--- config.mk ---
export PLATFORM = sky130hd
export DESIGN_NAME = bf_loop_ctrl
export DESIGN_NICKNAME = d
export VERILOG_FILES = /design/src/rtl/bf_loop_ctrl.sv
export SDC_FILE = /design/constraint.sdc
export NUM_CORES = 1
export LEC_CHECK = 0
export BUFFER_PORTS_ARGS = -buffer_cell sky130_fd_sc_hd__buf_2
export CORE_MARGIN = 2
export CORE_UTILIZATION = 66
export DETAILED_ROUTE_END_ITERATION = 8
export PLACE_DENSITY_LB_ADDON = 0.3
export SKIP_CTS_REPAIR_TIMING = 1
export SYNTH_ARGS = -nofsm -noshare
export SYNTH_HDL_FRONTEND = slang
export SYNTH_SLANG_ARGS = --single-unit
--- constraint.sdc ---
create_clock -name clock -period 9.9 [get_ports clock]
set_input_delay 0.495 -clock clock [delete_from_list [all_inputs] [get_ports clock]]
set_output_delay 0.495 -clock clock [all_outputs]
set_load 0.02 [all_outputs]
--- src/rtl/bf_loop_ctrl.sv ---
// bf_loop_ctrl: '[' / ']' sequencer for the bf core, with a pc return stack and forward scan.
// Optional feature macro BF_LOOP_STATS_EN adds iter_cnt and max_depth outputs.
module bf_loop_ctrl #(
  parameter int unsigned PCW   = 16,
  parameter int unsigned DEPTH = 16,
  parameter int unsigned DW    = 8
) (
  input  logic                         clock,
  input  logic                         reset,
  input  logic [PCW-1:0]               pc,
  input  logic [3:0]                   i_prg,
  input  logic [DW-1:0]                i_din,
  output logic                         pc_load,
  output logic [PCW-1:0]               pc_value,
  output logic                         busy,
  output logic                         err,
  output logic [1:0]                   err_code,
  output logic [$clog2(DEPTH+1)-1:0]   depth
`ifdef BF_LOOP_STATS_EN
  ,
  output logic [31:0]                  iter_cnt,
  output logic [$clog2(DEPTH+1)-1:0]   max_depth
`endif
);

  localparam int unsigned DCW = $clog2(DEPTH + 1);
  localparam int unsigned AW  = (DEPTH > 1) ? $clog2(DEPTH) : 1;

  localparam logic [3:0] OP_OPEN  = 4'd6;
  localparam logic [3:0] OP_CLOSE = 4'd7;
  localparam logic [3:0] OP_HALT  = 4'd15;

  localparam logic [1:0] ERR_OVF   = 2'd1;
  localparam logic [1:0] ERR_EMPTY = 2'd2;
  localparam logic [1:0] ERR_UNMAT = 2'd3;

  typedef enum logic [1:0] {ST_RUN, ST_SKIP, ST_HALT} state_t;

  state_t         state, state_nxt;
  logic [PCW-1:0] stk [DEPTH];
  logic [PCW-1:0] scan, scan_nxt;
  logic [PCW-1:0] pc_inc, top;
  logic [DCW-1:0] depth_nxt;
  logic           push, pop, err_set;
  logic [1:0]     err_code_nxt;
  logic           empty, full, din_nz;

  assign pc_inc    = pc + PCW'(1);
  assign empty     = (depth == '0);
  assign full      = (depth == DCW'(DEPTH));
  assign din_nz    = |i_din;
  assign top       = stk[AW'(depth - DCW'(1))];
  assign depth_nxt = depth + DCW'(push) - DCW'(pop);

  // Next state and the combinational pc redirect; error cycles hold pc where it is.
  always_comb begin
    state_nxt    = state;
    scan_nxt     = scan;
    pc_load      = 1'b0;
    pc_value     = pc_inc;
    busy         = 1'b0;
    push         = 1'b0;
    pop          = 1'b0;
    err_set      = 1'b0;
    err_code_nxt = 2'd0;
    case (state)
      ST_RUN: begin
        case (i_prg)
          OP_OPEN: begin
            pc_load = 1'b1;
            if (!din_nz) begin
              busy      = 1'b1;
              scan_nxt  = PCW'(1);
              state_nxt = ST_SKIP;
            end else if (full) begin
              busy         = 1'b1;
              pc_value     = pc;
              err_set      = 1'b1;
              err_code_nxt = ERR_OVF;
              state_nxt    = ST_HALT;
            end else begin
              push = 1'b1;
            end
          end
          OP_CLOSE: begin
            pc_load = 1'b1;
            if (empty) begin
              busy         = 1'b1;
              pc_value     = pc;
              err_set      = 1'b1;
              err_code_nxt = ERR_EMPTY;
              state_nxt    = ST_HALT;
            end else if (din_nz) begin
              pc_value = top;
            end else begin
              pop = 1'b1;
            end
          end
          default: ;
        endcase
      end
      ST_SKIP: begin
        busy    = 1'b1;
        pc_load = 1'b1;
        case (i_prg)
          OP_OPEN: scan_nxt = scan + PCW'(1);
          OP_CLOSE: begin
            if (scan == PCW'(1)) begin
              scan_nxt  = '0;
              state_nxt = ST_RUN;
            end else begin
              scan_nxt = scan - PCW'(1);
            end
          end
          OP_HALT: begin
            pc_value     = pc;
            err_set      = 1'b1;
            err_code_nxt = ERR_UNMAT;
            state_nxt    = ST_HALT;
          end
          default: ;
        endcase
      end
      ST_HALT: busy = 1'b1;
      default: state_nxt = ST_HALT;
    endcase
    if (reset) begin
      pc_load = 1'b0;
      busy    = 1'b0;
    end
  end

  // Control state; the first error latches until reset.
  always_ff @(posedge clock) begin
    if (reset) begin
      state    <= ST_RUN;
      depth    <= '0;
      scan     <= '0;
      err      <= 1'b0;
      err_code <= 2'd0;
    end else begin
      state <= state_nxt;
      depth <= depth_nxt;
      scan  <= scan_nxt;
      if (err_set && !err) begin
        err      <= 1'b1;
        err_code <= err_code_nxt;
      end
    end
  end

  // Return stack storage; contents are don't-care above depth.
  always_ff @(posedge clock) begin
    if (!reset && push) stk[AW'(depth)] <= pc_inc;
  end

`ifdef BF_LOOP_STATS_EN
  logic loop_back;
  assign loop_back = (state == ST_RUN) && (i_prg == OP_CLOSE) && din_nz && !empty;

  always_ff @(posedge clock) begin
    if (reset) begin
      iter_cnt  <= '0;
      max_depth <= '0;
    end else begin
      if (loop_back && (iter_cnt != '1)) iter_cnt <= iter_cnt + 32'd1;
      if (depth_nxt > max_depth) max_depth <= depth_nxt;
    end
  end
`endif

endmodule

==> summary.txt, run 1 <==
Ports: 56
PwrDens: 182 nW/µm²
Total clock buffers created by CTS: 28
Die Wd: 143 µm
Ant. Diodes: 0
Die height: 143 µm
Dpl hpwl: 17.3 mm
Share of the synthesized area in the top cell type: 0.603
Yosys cell types: 70
Highest clock rate: 223 MHz
Max-slew violations: 0
Status: complete, no violations
Core box area: 18800 µm²
Period minus WS final: 4.48 ns
Crit Path Class: register to primary output
Remaining antenna violation count: 0
Synth top area cells: edfxtp_1, mux4_2, dfxtp_1, ha_1, nand2_1
Synth Flop Type: edfxtp_1
Worst r2r src: depth[0]
Leakage: 4.67 nW
H-tree depth: 1
Critical-path top delay cell: dfxtp_4
Worst hold start: reset
CP most frequent cell: mux4_2
R2R Setup Slk: 6.11 ns
Fillers: 1034
Int Power: 0.00201 W
Arr. time, crit path: 3.99 ns
Area Overhead vs Synth: 11.5%
Clk sinks: 282
Worst VDD drop: 0.000269 V
Cell accounting for the most synthesized area: edfxtp_1
RR Endpoint: stk[5][9]
Critical path's largest stage delay: 0.80 ns
Syn_area_per_cell: 15.4 µm²
DP Worst Slack: 5.94 ns
Asr flop ratio synth: 0
NetSw: 0.000573 W
Setup WS post-layout: 5.42 ns
Routed WL per cell: 26.6 µm
Total negative setup slack: 0 ns
Row count: 50
Placed cell count: 1108
Worst Skew: 0.0140 ns
EDFF count, synth: 256
CTS tree: built
Startpoint type of the worst setup path: register
Vias in the first global route: 7949
Post-Syn Nets: 883
Clk slew on worst S/H paths: 0.06 ns
Seq/Total Area, Yosys: 0.644
Post-route DRC: 0
Seq pwr share: 0.507
Critical Path End Type: primary output
#FFs+latches synth: 282
Via/cell ratio: 6.96
Final hold viol count: 0
Final Non-Filler Cells: 1160
Critical Path, Cell by Cell: inv_1 -> ha_2 -> buf_4 -> mux4_2 -> mux4_2 -> a21oi_1 -> o21ai_0 -> buf_2
Max-Cap Viols: 0
Initial DRC Count: 1005
Period utilization: 0.453
Total gr overflow: 0
Ys Warns: 0
CTS root buf: clkbuf_16
Combinational group share of total power: 0.067
Seq. cell area: 8210 µm²
Cell Area, Synth: 12700 µm²
Worst path required time: 9.41 ns
NumNets Final: 931
Initial antenna violation count: 0
RSZ-0062 raised after global routing: no
Min-Delay Path Class: input port to register
Switching portion of total power: 0.222
Slew @ Worst Pin: 1.32 ns
WHS Endpoint: err_code[0]
Slew headroom: 0.118
First-pass GRT wire length: 46.4 mm
Starting Density: 0.677
Multi-input logic area: 4280 µm²
Max Root-Sink Buffers: 3
Clock power frac: 0.427
Hold Crit Depth: 2
Skew-Pair Late Insertion Delay: 0.54 ns
R2R cell count: 6
Port buffer count: 55
Gp weighted congestion: 0.920
Post-Synthesis Cells: 830
Via Count: 8070
Final number of setup-violating endpoints: 0
Largest net degree at the start of global routing: 65
Fraction of layout cells with a size suffix above 1: 0.229
Critical Path Fanout Max: 64
Pre-antenna DRT Iters: 5
DIE AREA: 20400 µm²
WL final: 30.9 mm
GRT Total Usage: 0.309
## worst max-delay path: cells and delay by family (launching register included)
| kind | cells | cell delay (ns) |
|---|---|---|
| buffers and inverters | 3 | 1.06 |
| DFF | 1 | 0.80 |
| AOI/OAI and AO/OA | 2 | 0.31 |
| muxes | 2 | 0.90 |
| adders and majority gates | 1 | 0.35 |
## registers in the layout (all words and copies together) (netlist names)
signal    count
state         2
err_code      2
depth         5
scan         16
err           1
stk         256
## cell type report
| cell class | count | area share |
|---|---|---|
| Sequential cell | 282 | 0.578 |
| Multi-Input combinational cell | 483 | 0.301 |
| Clock buffer | 32 | 0.0519 |
| Timing Repair Buffer | 64 | 0.0241 |
| Tap cell | 260 | 0.0229 |
| Clock inverter | 20 | 0.0164 |
| Inverter | 19 | 0.00502 |
## cells by family after synthesis
logic type / synth area share
adders and majority gates: 0.0232
DFF: 0.644
AOI/OAI and AO/OA: 0.0734
and+or+nand+nor: 0.0845
muxes: 0.139
buffers and inverters: 0.0212
xor gates and xnor gates: 0.0144
## worst max-delay path by stage
| stage | endpoint | cells after the start | startpoint | slack (ns) |
|---|---|---|---|---|
| 3_3_place_gp | pc_value[3] | 8 | depth[0] | 6.03 |
| 2_1_floorplan | pc_value[11] | 12 | depth[0] | 6.26 |
| 3_5_place_dp | pc_value[0] | 9 | depth[0] | 5.94 |
| 4_1_cts | pc_value[0] | 9 | depth[0] | 5.36 |
| 6_report | pc_value[3] | 8 | depth[0] | 5.42 |
| 5_1_grt | pc_value[0] | 9 | depth[0] | 5.13 |
## per-stage QoR
| stage | total power, W | hold WS, ns | util | cell area, µm² |
|---|---|---|---|---|
| after floorplan | 0.00145 | 0.456 | - | 12700 |
| after global placement | 0.00149 | 0.468 | 0.703 | 13200 |
| after detailed placement | 0.00150 | 0.476 | 0.703 | 13200 |
| after CTS | 0.00258 | 0.353 | 0.754 | 14200 |
| after global routing | 0.00264 | 0.391 | 0.754 | 14200 |
| final | 0.00258 | 0.378 | 0.754 | 14200 |
## Yosys cell counts (all sizes together), types with 4 or more instances
library cell / count
edfxtp: 256
mux4: 65
nand2: 53
nor2: 51
o21ai: 33
a21oi: 27
dfxtp: 26
and3: 25
clkbuf: 25
nand3: 23
ha: 22
buf: 21
o211ai: 20
inv: 19
mux2i: 15
mux2: 14
xor2: 11
nor3: 10
xnor2: 10
nor4: 7
a211oi: 6
a22oi: 6
o31ai: 6
or3: 6
a311oi: 5
and2: 5
nand3b: 5
nor2b: 5
nand4: 4
## power by group through the flow
stage	registers [W]	logic, W	clock network, W
global placement	0.00133	0.000161	0
global route	0.00131	0.000183	0.00115
detailed placement	0.00133	0.000167	0
finish	0.00131	0.000172	0.00110
CTS	0.00131	0.000170	0.00110
floorplan	0.00133	0.000116	0
## per-layer routing
metal  wire length [µm]  vias up  GRT usage
met5                  0        -          0
met4                962        0      0.113
met3               2820       87     0.0392
met2              15400      549      0.513
met1              11800     4019      0.429
li1                   -     3415          -
## layout by cell type (no fill, tap or decap), types with 6 or more instances in the layout
| cell type | count |
|---|---|
| a211oi_1 | 6 |
| a21oi_1 | 26 |
| a22oi_1 | 6 |
| and3_1 | 25 |
| buf_2 | 55 |
| buf_4 | 9 |
| clkbuf_16 | 29 |
| dfxtp_1 | 25 |
| edfxtp_1 | 256 |
| ha_1 | 21 |
| inv_1 | 19 |
| mux2_2 | 13 |
| mux2i_1 | 15 |
| mux4_2 | 65 |
| nand2_1 | 52 |
| nand3_1 | 22 |
| nor2_1 | 50 |
| nor3_1 | 10 |
| o211ai_1 | 20 |
| o21ai_0 | 27 |
| o21ai_1 | 6 |
| o31ai_1 | 6 |
| or3_1 | 6 |
| xnor2_1 | 8 |
| xor2_1 | 11 |
No activity file was read; power rests on OpenSTA's default activity.
==> run 2, diff against run 1 <==
CORE_UTILIZATION = 56   (was 66)
clock period = 3.8 ns   (was 9.9 ns; I/O delays follow)
==> run 2 against run 1 <==
Net effect: total power grew to 2.5 times the previous value; combinational power grew to 2.7 times the previous value; critical path depth is 1 higher; non-clock buffer count grew 29; final area rose by 2.2%; global-route usage is 5.9 points lower; routed wire length decreased by 4.9%; sequential power rose to 2.6 times the previous value; clock skew increased by 0.014 ns; register-to-register slack got worse by 5.3 ns; worst setup slack got worse by 5.2 ns; critical endpoint is now pc_value[12].
==> summary.txt, run 2 (synthesis gave the netlist of run 1 again) <==
Period utilization: 0.940
Skew-Pair Late Insertion Delay: 0.55 ns (about the same)
Startpoint type of the worst setup path: register
CTS tree: built
Top sig layer: met4
NumNets Final: 960 (+3.1%)
Largest regs: stk x256, scan x16, depth x5
Area Overhead vs Synth: 13.9%
Max-slew violations: 0 (unchanged)
Clk slew on worst S/H paths: 0.07 ns (about the same)
Routed metal-1 wirelength: 12.2 mm (+4.0%)
Routed met3 length: 2.20 mm (-22%)
Total clock buffers created by CTS: 28 (unchanged)
Total negative setup slack: 0 ns (unchanged)
Routed WL per cell: 24.2 µm (-9.2%)
Worst setup path end: pc_value[12]
DIE AREA: 24000 µm² (+17%)
Initial DRC Count: 811 (-19%)
NetSw: 0.00145 W (+150%)
PwrDens: 453 nW/µm² (+150%)
Placed cell count: 1162 (+4.9%)
Starting Density: 0.566 (-0.110)
Highest clock rate: 280 MHz
Initial antenna violation count: 0 (unchanged)
Setup WS post-layout: 0.227 ns (-5.19 ns)
Final Non-Filler Cells: 1214 (+4.7%)
Leakage: 4.83 nW (+3.4%)
DP Worst Slack: 0.790 ns (-5.15 ns)
Critical Path End Type: primary output
Crit Path Class: register to primary output
Slew @ Worst Pin: 1.14 ns (-0.186 ns)
GRT Total Usage: 0.250 (-0.0595)
Slew headroom: 0.236 (+0.119)
Leading cell types in the layout, fill and taps excluded: edfxtp_1, mux4_2, buf_2, nand2_1, nor2_1
Die height: 155 µm (+8.3%)
Via Count: 7796 (-3.4%)
Largest register FFs: 256 (unchanged)
Post-DP Area: 13600 µm² (+2.7%)
Worst r2r src: depth[2]
Met2 routed WL: 14.3 mm (-6.9%)
R2R cell count: 14 (+8)
Port buffer count: 55 (unchanged)
Switching portion of total power: 0.220 (-0.00203)
Clk sinks: 282 (unchanged)
Row count: 55 (+10%)
Largest net degree at the start of global routing: 70 (+7.7%)
Die Wd: 155 µm (+8.3%)
Combinational group share of total power: 0.070 (+0.003)
Core box area: 22500 µm² (+20%)
Ant. Diodes: 0 (unchanged)
Int Power: 0.00513 W (+160%)
Largest Register: stk
Worst path required time: 3.61 ns (-5.80 ns)
Arr. time, crit path: 3.38 ns (-0.61 ns)
Dpl hpwl: 18.1 mm (+4.8%)
Min-Delay Path Class: input port to register
First-pass GRT wire length: 45.1 mm (-2.9%)
Leading cell type in the layout, fill and taps excluded: edfxtp_1
Final hold viol count: 0 (unchanged)
Pre-antenna DRT Iters: 5 (unchanged)
Total gr overflow: 0 (unchanged)
Fillers: 1610 (+56%)
Worst VDD drop: 0.000394 V (+47%)
Final number of setup-violating endpoints: 0 (unchanged)
Via/cell ratio: 6.42 (-7.7%)
RR Endpoint: depth[4]
Status: complete, no violations
Max-Cap Viols: 0 (unchanged)
Post-route DRC: 0 (unchanged)
Vias in the first global route: 7847 (-1.3%)
Period minus WS final: 3.57 ns
H-tree depth: 1 (unchanged)
Ports: 56 (unchanged)
Remaining antenna violation count: 0 (unchanged)
Gp weighted congestion: 0.879 (-4.4%)
Fraction of layout cells with a size suffix above 1: 0.247 (+0.0176)
Clock power frac: 0.412 (-0.015)
R2R Setup Slk: 0.83 ns (-5.28 ns)
CTS root buf: clkbuf_16
WL final: 29.4 mm (-4.9%)
Post-route cell area: 14500 µm² (+2.2%)
Worst Skew: 0.0279 ns (+0.0139 ns)
RSZ-0062 raised after global routing: no
Critical Path Fanout Max: 13 (-80%)
Seq pwr share: 0.517 (+0.010)
Crit path from: depth[2]
Max Root-Sink Buffers: 3 (unchanged)
==> run 2: cell types whose count changed in the layout (fill, tap and decap cells not counted), sizes merged <==
cell	delta
buf	+29
clkinv	+4
clkinvlp	-4
bufinv	-1
clkbuf	+1
==> run 2: worst min-delay path by stage <==
stage / to / slack [ns] / depth (start not counted) / startpoint
global route: err / 0.09 / 2 / reset
CTS: err_code[0] / 0.07 / 2 / reset
floorplan: scan[15] / 0.46 / 1 / scan[15]
finish: err_code[0] / 0.08 / 2 / reset
detailed placement: scan[15] / 0.49 / 1 / scan[15]
global placement: err_code[1] / 0.47 / 2 / err_code[1]
==> run 2: per-stage QoR <==
step / util / power, W / hold WS (ns)
after global routing: 0.645 / 0.00676 / 0.0945
after CTS: 0.644 / 0.00662 / 0.0668
after floorplan: - / 0.00377 / 0.456
final: 0.645 / 0.00658 / 0.0759
after global placement: 0.604 / 0.00392 / 0.475
after detailed placement: 0.604 / 0.00393 / 0.488
==> run 2: worst max-delay path, cell delays in order, from the launching register on <==
cell and delay (ns):
dfxtp_1 0.38, inv_1 0.18, ha_1 0.33, nand3_1 0.20, a211oi_1 0.45, o32a_1 0.68, nor3_1 0.09, a21oi_1 0.12
o21ai_0 0.18, buf_2 0.22
==> run 2: area by class of cell <==
| cell class | instances | area, µm² | area share |
|---|---|---|---|
| timing repair buffer | 93 | 673 | 0.0464 |
| clock buffer | 33 | 719 | 0.0496 |
| clock inverter | 19 | 188 | 0.0129 |
| inverter | 19 | 71.3 | 0.00491 |
| multi-input combinational | 483 | 4290 | 0.296 |
| tap | 285 | 357 | 0.0246 |
| sequential | 282 | 8210 | 0.566 |
==> run 2: routing by layer <==
metal	up-vias	GRT usage
li1	3467	-
met3	48	0.0401
met1	3925	0.351
met5	-	0
met4	0	0.0622
met2	356	0.415
==> run 2: power by group through the flow <==
stage | combinational, W | clock [W] | sequential, W
finish | 0.000464 | 0.00271 | 0.00340
global placement | 0.000451 | 0 | 0.00347
global route | 0.000501 | 0.00285 | 0.00340
floorplan | 0.000301 | 0 | 0.00347
detailed placement | 0.000459 | 0 | 0.00347
CTS | 0.000461 | 0.00275 | 0.00340
==> run 3, diff against run 2 <==
ABC_AREA = 1   (was default)
==> run 3 against run 2 <==
Net effect: combinational power grew 120%; die area rose by 6.3%; sequential power barely moved; largest power group unchanged.
==> summary.txt, run 3 <==
Status: complete, no violations
Max-Cap Viols: 0 (unchanged)
Port buffer count: 55 (unchanged)
Total negative setup slack: 0 ns (unchanged)
Largest register FFs: 256 (unchanged)
Remaining antenna violation count: 0 (unchanged)
Critical Path Fanout Max: 16 (+3)
DIE AREA: 25500 µm² (+6.3%)
Ys Warns: 0 (unchanged)
Dpl hpwl: 22.4 mm (+24%)
Area Overhead vs Synth: 11.9%
Final Non-Filler Cells: 1843 (+52%)
#FFs+latches synth: 282 (unchanged)
Vias in the first global route: 10076 (+28%)
Skew-Pair Late Insertion Delay: 0.57 ns (+0.02 ns)
Fillers: 1912 (+19%)
Total gr overflow: 0 (unchanged)
Seq pwr share: 0.482 (-0.035)
Period utilization: 0.919 (-0.0210)
Yosys cell types: 33 (-53%)
Combinational group share of total power: 0.147 (+0.077)
Arr. time, crit path: 3.30 ns (-0.08 ns)
Worst Skew: 0.0285 ns (+0.000585 ns)
Pre-antenna DRT Iters: 5 (unchanged)
WL final: 35.3 mm (+20%)
Initial antenna violation count: 0 (unchanged)
Cell accounting for the most synthesized area: edfxtp_1
Seq/Total Area, Yosys: 0.605 (-0.0394)
Most numerous cell in the Yosys netlist: nand2_1
Startpoint type of the worst setup path: register
Final hold viol count: 0 (unchanged)
Via Count: 10710 (+37%)
Post-route DRC: 0 (unchanged)
Starting Density: 0.575 (+0.00857)
Max-slew violations: 0 (unchanged)
Worst path required time: 3.61 ns (about the same)
Post-Synthesis Cells: 1441 (+74%)
Clock power frac: 0.371 (-0.041)
H-tree depth: 1 (unchanged)
CTS tree: built
Largest net degree at the start of global routing: 88 (+26%)
Fraction of layout cells with a size suffix above 1: 0.115 (-0.132)
Period minus WS final: 3.49 ns (-0.0796 ns)
Total clock buffers created by CTS: 29 (+3.6%)
GRT Total Usage: 0.273 (+0.0239)
Ports: 56 (unchanged)
Largest regs: stk x256, scan x16, depth x5
Leading cell types in the layout, fill and taps excluded: nand2_1, nand3_1, edfxtp_1, inv_1, nor2_1
CTS root buf: clkbuf_16
Leakage: 5.90 nW (+22%)
Via/cell ratio: 5.81 (-9.5%)
Ant. Diodes: 0 (unchanged)
Routed WL per cell: 19.2 µm (-21%)
Final number of setup-violating endpoints: 0 (unchanged)
Max Root-Sink Buffers: 3 (unchanged)
Cell Area, Synth: 13600 µm² (+6.5%)
Highest clock rate: 286 MHz (+2.3%)
First-pass GRT wire length: 54.8 mm (+22%)
Synth top area cells: edfxtp_1, nand2_1, nand3_1, dfxtp_1, nor2_1
Critical Path End Type: primary output
Worst VDD drop: 0.000364 V (-7.8%)
Clk slew on worst S/H paths: 0.06 ns (about the same)
Asr flop ratio synth: 0 (unchanged)
Largest Register: stk
RSZ-0062 raised after global routing: no
NetSw: 0.00193 W (+33%)
Slew headroom: 0.373 (+0.136)
Switching portion of total power: 0.271 (+0.0517)
Row count: 56 (+1.8%)
EDFF count, synth: 256 (unchanged)
Most frequent cells after synthesis: nand2_1, nand3_1, edfxtp_1
R2R cell count: 16 (+2)
PwrDens: 468 nW/µm² (+3.1%)
Placed cell count: 1790 (+54%)
Slew @ Worst Pin: 0.941 ns (-0.196 ns)
Post-Syn Nets: 1494 (+69%)
Crit Path Class: register to primary output
NumNets Final: 1555 (+62%)
Synth Flop Type: edfxtp_1
Hold Crit Depth: 2 (unchanged)
Leading cell type in the layout, fill and taps excluded: nand2_1
Core box area: 23600 µm² (+4.9%)
Share of the synthesized area in the top cell type: 0.566 (-0.0369)
Die height: 160 µm (+3.1%)
Die Wd: 160 µm (+3.1%)
Tot Pwr: 0.00710 W (+8.0%)
Gp weighted congestion: 0.922 (+5.0%)
Min-Delay Path Class: input port to register
Clk sinks: 282 (unchanged)
Int Power: 0.00518 W (+0.82%)
Initial DRC Count: 1177 (+45%)
Syn_area_per_cell: 9.42 µm² (-39%)
## run 3: changes by cell type in the layout (fill, tap and decap cells not counted), sizes merged, moves of 25 or more
cell | previous run | this run
nand3 | 23 | 294
and3 | 25 | 0
mux4 | 65 | 0
inv | 20 | 82
nor2 | 51 | 90
nand2 | 53 | 485
## run 3: kinds of logic (layout without fill, tap and decap cells)
group           Yosys count  count (layout)  synth area share
simple gates            894             894             0.284
flops                   282             282             0.605
buf+inv                 147             230            0.0455
compound gates           73              73            0.0291
fa+ha+maj                23              23            0.0218
xor+xnor                 22              22            0.0153
## run 3: worst paths after layout
check                   start      endpoint  slack (ns)
setup / recovery     depth[1]  pc_value[15]        0.31
hold / removal          reset      depth[0]        0.07
setup reg to reg     depth[1]      depth[4]        0.91
hold reg to reg   err_code[0]   err_code[0]        0.46
## run 3: per-layer routing
metal  up-vias  wire length (µm)  GRT usage
li1       5024                 -          -
met1      5013             14200      0.388
met2       602             16500      0.434
met3        71              3740     0.0494
met4         0               920     0.0839
met5         -                 0          0
## run 3: area by class of cell
cell class,instances,area (µm²),area share
Multi-Input combinational cell,1012,4790,0.315
Tap cell,319,399,0.0263
Sequential cell,282,8210,0.540
Timing Repair Buffer,95,613,0.0403
Inverter,82,309,0.0203
Clock inverter,14,109,0.00716
Clock buffer,39,763,0.0502
## run 3: worst max-delay path, cell delays in order, from the launching register on
cell	delay (ns)
dfxtp_1	0.46
inv_1	0.18
ha_2	0.24
inv_2	0.12
nand2_1	0.07
nand2_1	0.39
inv_1	0.13
buf_4	0.25
nand3_1	0.10
nand3_1	0.12
nand3_1	0.19
nand2_1	0.08
nand2_1	0.06
nand3_1	0.15
buf_2	0.20
## run 3: stage by stage
stage	utilization	hold slack (ns)	worst slack, ns	instance area (µm²)
5_1_grt	0.643	0.102	0.0733	15200
6_report	0.643	0.0661	0.307	15200
2_1_floorplan	-	0.392	0.782	13600
3_3_place_gp	0.607	0.450	0.967	14300
3_5_place_dp	0.607	0.452	0.905	14300
4_1_cts	0.643	0.0563	0.320	15200
## run 3: power groups by stage
stage	Combinational, W	Sequential [W]	Clock, W
6_report	0.00104	0.00342	0.00264
5_1_grt	0.00113	0.00342	0.00279
4_1_cts	0.00103	0.00342	0.00266
3_5_place_dp	0.00102	0.00349	0
3_3_place_gp	0.00101	0.00349	0
2_1_floorplan	0.000681	0.00349	0
